## config.mk

```make
export PLATFORM = sky130hd
export DESIGN_NAME = seq_mult_4_bit
export DESIGN_NICKNAME = d
export VERILOG_FILES = /design/src/rtl/arith_pkg.sv /design/src/rtl/ripple_addr_4_bit.sv /design/src/rtl/seq_mult_4_bit.sv
export SDC_FILE = /design/constraint.sdc
export NUM_CORES = 1
export LEC_CHECK = 0
export ABC_AREA = 1
export ABC_CLOCK_PERIOD_IN_PS = 2400
export CAP_MARGIN = 25
export CORE_MARGIN = 5
export CORE_UTILIZATION = 48
export CTS_BUF_LIST = sky130_fd_sc_hd__clkbuf_4
export CTS_CLUSTER_SIZE = 25
export DETAILED_ROUTE_END_ITERATION = 7
export PLACE_DENSITY = 0.77
export SYNTH_ARGS = -nofsm -noshare
export SYNTH_HDL_FRONTEND = slang
export SYNTH_HIERARCHICAL = 1
export SYNTH_SLANG_ARGS = --single-unit
```

## constraint.sdc

```tcl
create_clock -name CLK -period 2.4 [get_ports CLK]
set_input_delay 0.72 -clock CLK [delete_from_list [all_inputs] [get_ports CLK]]
set_output_delay 0.72 -clock CLK [all_outputs]
set_load 0.005 [all_outputs]
```

## src/rtl/arith_pkg.sv

```systemverilog
// arith_pkg: definitions shared by the arithmetic library blocks.
//   state_e : states of the sequential multiplier FSM
//   OP_W    : operand width (fixed by the 4-bit ripple adder)
//   PROD_W  : product width
//   ITER    : number of shift-and-add iterations per multiply
//   CNT_W   : width of the iteration counter
package arith_pkg;

  typedef enum logic [1:0] {
    IDLE = 2'd0,
    RUN  = 2'd1,
    DONE = 2'd2
  } state_e;

  localparam int OP_W   = 4;
  localparam int PROD_W = 8;
  localparam int ITER   = 4;
  localparam int CNT_W  = $clog2(ITER);

endpackage

```

## src/rtl/ripple_addr_4_bit.sv

```systemverilog
// ripple_addr_4_bit: 4-bit ripple-carry adder, purely combinational.
// Ports:
//   X, Y  : [3:0] addends
//   C_in  : carry in
//   S     : [3:0] sum
//   C     : carry out
module ripple_addr_4_bit
  import arith_pkg::*;
(
  input  logic [OP_W-1:0] X,
  input  logic [OP_W-1:0] Y,
  input  logic            C_in,
  output logic [OP_W-1:0] S,
  output logic            C
);

  logic [OP_W:0] carry;

  assign carry[0] = C_in;

  // One full adder per bit; carry ripples from bit 0 upward.
  generate
    for (genvar gi = 0; gi < OP_W; gi++) begin : g_fa
      assign S[gi]       = X[gi] ^ Y[gi] ^ carry[gi];
      assign carry[gi+1] = (X[gi] & Y[gi]) | (carry[gi] & (X[gi] ^ Y[gi]));
    end
  endgenerate

  assign C = carry[OP_W];

endmodule

```

## src/rtl/seq_mult_4_bit.sv

```systemverilog
// seq_mult_4_bit: sequential shift-and-add 4x4 unsigned multiplier.
// One product every 6 cycles: accept, four RUN iterations, one DONE cycle.
// Ports:
//   CLK   : rising-edge clock
//   RST   : asynchronous active-low reset
//   start : request a multiply (sampled only in IDLE)
//   X, Y  : [3:0] multiplicand / multiplier, captured on accept
//   P     : [7:0] registered product, held until next completion or reset
//   busy  : high whenever not IDLE
//   done  : one-cycle pulse in DONE
module seq_mult_4_bit
  import arith_pkg::*;
(
  input  logic              CLK,
  input  logic              RST,
  input  logic              start,
  input  logic [OP_W-1:0]   X,
  input  logic [OP_W-1:0]   Y,
  output logic [PROD_W-1:0] P,
  output logic              busy,
  output logic              done
);

  state_e             state_q, state_d;
  logic [CNT_W-1:0]   cnt_q, cnt_d;
  logic [OP_W-1:0]    a_q, a_d;
  logic [OP_W-1:0]    acc_hi_q, acc_hi_d;
  logic [OP_W-1:0]    acc_lo_q, acc_lo_d;
  logic [PROD_W-1:0]  p_q, p_d;

  logic [OP_W-1:0]    addend;
  logic [OP_W-1:0]    sum;
  logic               sum_c;

  // acc_lo holds the not-yet-consumed multiplier bits; its LSB selects
  // whether the multiplicand is added this iteration.
  assign addend = acc_lo_q[0] ? a_q : '0;

  ripple_addr_4_bit u_add (
    .X    (acc_hi_q),
    .Y    (addend),
    .C_in (1'b0),
    .S    (sum),
    .C    (sum_c)
  );

  always_comb begin
    state_d  = state_q;
    cnt_d    = cnt_q;
    a_d      = a_q;
    acc_hi_d = acc_hi_q;
    acc_lo_d = acc_lo_q;
    p_d      = p_q;

    unique case (state_q)
      IDLE: begin
        if (start) begin
          state_d  = RUN;
          a_d      = X;
          acc_lo_d = Y;
          acc_hi_d = '0;
          cnt_d    = '0;
        end
      end
      RUN: begin
        // Shift the 9-bit {carry, sum, acc_lo} right by one.
        acc_hi_d = {sum_c, sum[OP_W-1:1]};
        acc_lo_d = {sum[0], acc_lo_q[OP_W-1:1]};
        cnt_d    = cnt_q + CNT_W'(1);
        if (cnt_q == CNT_W'(ITER - 1)) begin
          state_d = DONE;
          // Publish the post-shift accumulator directly.
          p_d     = {acc_hi_d, acc_lo_d};
        end
      end
      DONE: begin
        state_d = IDLE;
      end
      default: begin
        state_d = IDLE;
      end
    endcase
  end

  always_ff @(posedge CLK or negedge RST) begin
    if (!RST) begin
      state_q  <= IDLE;
      cnt_q    <= '0;
      a_q      <= '0;
      acc_hi_q <= '0;
      acc_lo_q <= '0;
      p_q      <= '0;
    end else begin
      state_q  <= state_d;
      cnt_q    <= cnt_d;
      a_q      <= a_d;
      acc_hi_q <= acc_hi_d;
      acc_lo_q <= acc_lo_d;
      p_q      <= p_d;
    end
  end

  assign P    = p_q;
  assign busy = (state_q != IDLE);
  assign done = (state_q == DONE);

endmodule

```

==> results by stage <==
Run status:
- The run finished with clean final reports.

Logic synthesis:
- The mapped cell area is 1140 um2.
- The count of state elements after synthesis is 24.
- The most frequently used cell type in the post-synthesis netlist is nand2_1.
- The number of enable-type register cells in the synthesized netlist is 0.
- By area the synthesized netlist is led by dfrtp_1 53%, nand2_1 18%, fa_1 7.0%.
- After synthesis, flip-flops and latches occupy 52.6% of the total area.
- Counting every net in the synthesized netlist gives 151.
- During synthesis, Yosys emitted a total of 6 warnings.
- Counting flops with an async set or reset pin after synthesis yields a share of 100%.
- The largest area contributor in the synthesized netlist is dfrtp_1.
- After synthesis, the netlist uses 16 different library cells.
- The average instance in the mapped netlist occupies 8.45 um2.
- Sorting the synthesized cells by how often they occur yields 56 x nand2_1, 24 x dfrtp_1, 21 x inv_1, 9 x nand3_1, 8 x o21ai_0.
- The most instantiated flip-flop cell in the synthesis netlist is dfrtp_1.
- The portion of synthesized cell area occupied by the leading cell type is 52.6%.
- The number of standard cells after synthesis is 135.

Global route:
- The global route total overflow is 0.
- The number of antenna violations at the first check in global routing is 0.
- The first global-routing pass estimated 3620 um of wire.
- The via count of the first global-routing pass is 833.
- The aggregate global-route resource usage is 13.5%.
- The maximum number of pins on one net before global-route repair is 25.

Clocking:
- The worst-skew pair later-pin latency is 0.31 ns.
- CTS saw 24 sinks.
- TritonCTS built the clock tree.
- The number of buffers created by CTS is 3.
- The clock tree root buffer cell is clkbuf_4.
- Clock-pin slew was measured on the worst setup and hold paths at 0.12 ns.
- The longest clock path from root to sink contains 2 buffers.
- The number of hold buffers added after CTS is 0.
- The H-tree level count is 1.

Die:
- For this design the top-level I/O count stands at 21.
- The die covers 3450 um2.
- The die outline width is 58.8 um.
- From bottom edge to top edge, the die measures 58.8 um.
- The area inside the core boundary is 2230 um2.
- The site row count is 17.
- Once the floorplan was initialized, standard cells occupied 51.1% of the core.

STA:
- The worst path in the final design needs a cycle of 2.30 ns, including I/O delays and setup.
- The final number of setup-violating endpoints is 0.
- The worst slack on hold paths is 0.493 ns.
- The number of max-slew violations in the final report is 0.
- The number of failing hold endpoints at the final stage is 0.
- The worst clock skew is 0.00180 ns.
- The part of the cycle the worst path needs is 95.9%.
- Static timing analysis puts the maximum clock frequency at 0.434 GHz.

Finish:
- Leaving out filler cells and counting taps, the final layout contains 189.
- For this run, the post-layout net count is 178.
- In the final layout, the share of cells above drive strength 1 is 9.32%.
- The number of diodes is 0.
- Relative to the synthesized area, the layout overhead comes to 24.9%.
- The finished layout cell area is 1430 um2.

Worst setup path:
- The critical path ends at acc_hi_q[2]$_DFFE_PN0P_.
- Counting both buffers and inverters, the worst setup path holds a total of 6.
- Among all stages on the critical path, the largest delay is contributed by dfrtp_1.
- Data on the critical path is required at its endpoint by 2.64 ns.
- The signal on the critical path passes through nand2_1 -> inv_1 -> fa_2 -> inv_2 -> fa_2 -> inv_1 -> fa_1 -> inv_1 -> fa_1 -> inv_1 -> inv_1 -> o21ai_1.
- The endpoint of the most critical register-to-register path is acc_hi_q[2]$_DFFE_PN0P_.
- Tracing the worst setup path back leads to its startpoint at a_q[0]$_DFFE_PN0P_.
- The peak per-stage delay on the critical path is 0.40 ns.
- The kind of cell adding the most delay to the critical path is adder cells.
- The arrival time at the worst endpoint is 2.54 ns.
- The source of the worst register-to-register timing path is a_q[0]$_DFFE_PN0P_.
- Across all register-to-register paths, the minimum setup slack is 0.1 ns.
- The cell seen most often among critical-path stages is inv_1.
- Counting cells, the worst reg-to-reg path comes to 12.
- The biggest fanout along the worst timing path is 2.
- The class of the most critical setup path is flop to flop.
- The worst setup path is launched from a flop.
- The logic depth of the worst path, buffers included is 12.
- STA classifies the critical path endpoint as a flop.

Place:
- Once placement finished, the instance area stood at 1380 um2.
- Routability-driven placement finished with a final weighted congestion of 0.837.
- During placement, the flow inserted port buffers numbering 20.
- The cell count after placement is 183.
- The estimated wirelength of the detail-placed design is 1630 um.

Drt:
- The routed via count divided by cell count is 4.71.
- The post-route antenna net violation count is 0.
- The detailed router placed 891 vias in this run.
- The per-cell routed wire length is 11.3 um.
- The final routed DRC violation total is 0.
- The iteration count of the initial detailed-routing pass is 4.
- The first routing iteration left 12 violations.
- The detailed-route wire length is 2140 um.

Worst hold path:
- The path category of the worst min-delay check is flop to flop.

Power:
- The static leakage power is 0.752 nW.
- The power density over the cells is 1110 nW/um2.
- Summing internal, switching and leakage power gives 1.58 mW.
- The largest vdd supply drop is 0.728 mV.

Job:
- The number of violations of the max-capacitance limit is 0.
## layout by cell type, fill, tap and decap left out, drive strengths merged
master         count
nand2             57
dfrtp             24
inv               22
clkdlybuf4s50     20
o21ai             11
nand3             10
buf                5
fa                 4
clkbuf             3
nor2               2
ha                 1
clkinv             1
conb               1
## logic make-up after synthesis
logic type                 share of synthesized area [%]
and+or+nand+nor                                     25.1
DFF                                                 52.6
adders and majority gates                           8.11
other                                              0.329
buffers and inverters                               8.99
AOI/OAI and AO/OA                                   4.82
## area by class of cell
type / instances / area [um2]
clock buffer: 3 / 22.5
multi-input combinational: 86 / 443
timing repair buffer: 25 / 238
tap: 28 / 35.0
sequential: 24 / 601
clock inverter: 1 / 3.75
inverter: 22 / 82.6
fill: 189 / 808
## worst min-delay path by stage
stage | startpoint | endpoint | slack, ns | cells past startpoint
6_report | cnt_q[0]$_DFFE_PN0P_ | cnt_q[0]$_DFFE_PN0P_ | 0.49 | 1
5_1_grt | cnt_q[0]$_DFFE_PN0P_ | cnt_q[0]$_DFFE_PN0P_ | 0.51 | 1
4_1_cts | a_q[0]$_DFFE_PN0P_ | a_q[0]$_DFFE_PN0P_ | 0.49 | 2
3_5_place_dp | a_q[0]$_DFFE_PN0P_ | a_q[0]$_DFFE_PN0P_ | 0.46 | 2
3_3_place_gp | a_q[0]$_DFFE_PN0P_ | a_q[0]$_DFFE_PN0P_ | 0.46 | 2
2_1_floorplan | RST | P[0]$_DFFE_PN0P_ | 0.42 | 0
## metal layers
layer  global-route usage [%]  wire, um  up-vias
met4                     4.21        26        0
met2                     22.6      1040       19
li1                         -         -      454
met5                        0         0        -
met1                     16.0       943      414
met3                     5.04       129        4
## stage by stage
stage | utilization (%) | worst slack, ns | setup TNS, ns
floorplan | - | 0.182 | 0
global placement | 61.7 | 0.134 | 0
detailed placement | 61.7 | -0.0107 | -0.0150
CTS | 63.2 | 0.0323 | 0
global route | 63.8 | -0.0124 | -0.0155
finish | 63.8 | 0.0981 | 0
## what timing repair did
item,in CTS,in global routing
buffers inserted,1,1
pin swaps,0,1
setup endpoints to repair,2,2
resized for setup,0,5
## report_power, final
| part | switching (mW) | total, mW | internal, mW | leakage [nW] |
|---|---|---|---|---|
| Combinational | 0.375 | 0.714 | 0.339 | 0.430 |
| Sequential | 0.124 | 0.689 | 0.565 | 0.306 |
| Clock | 0.113 | 0.174 | 0.0608 | 0.0154 |
## sequential cells by signal, summed over array words and instances (netlist names)
signal / flops
acc_hi_q: 4
acc_lo_q: 4
state_q: 2
cnt_q: 2
P: 8
a_q: 4
No activity file was read; power rests on OpenSTA's default activity.
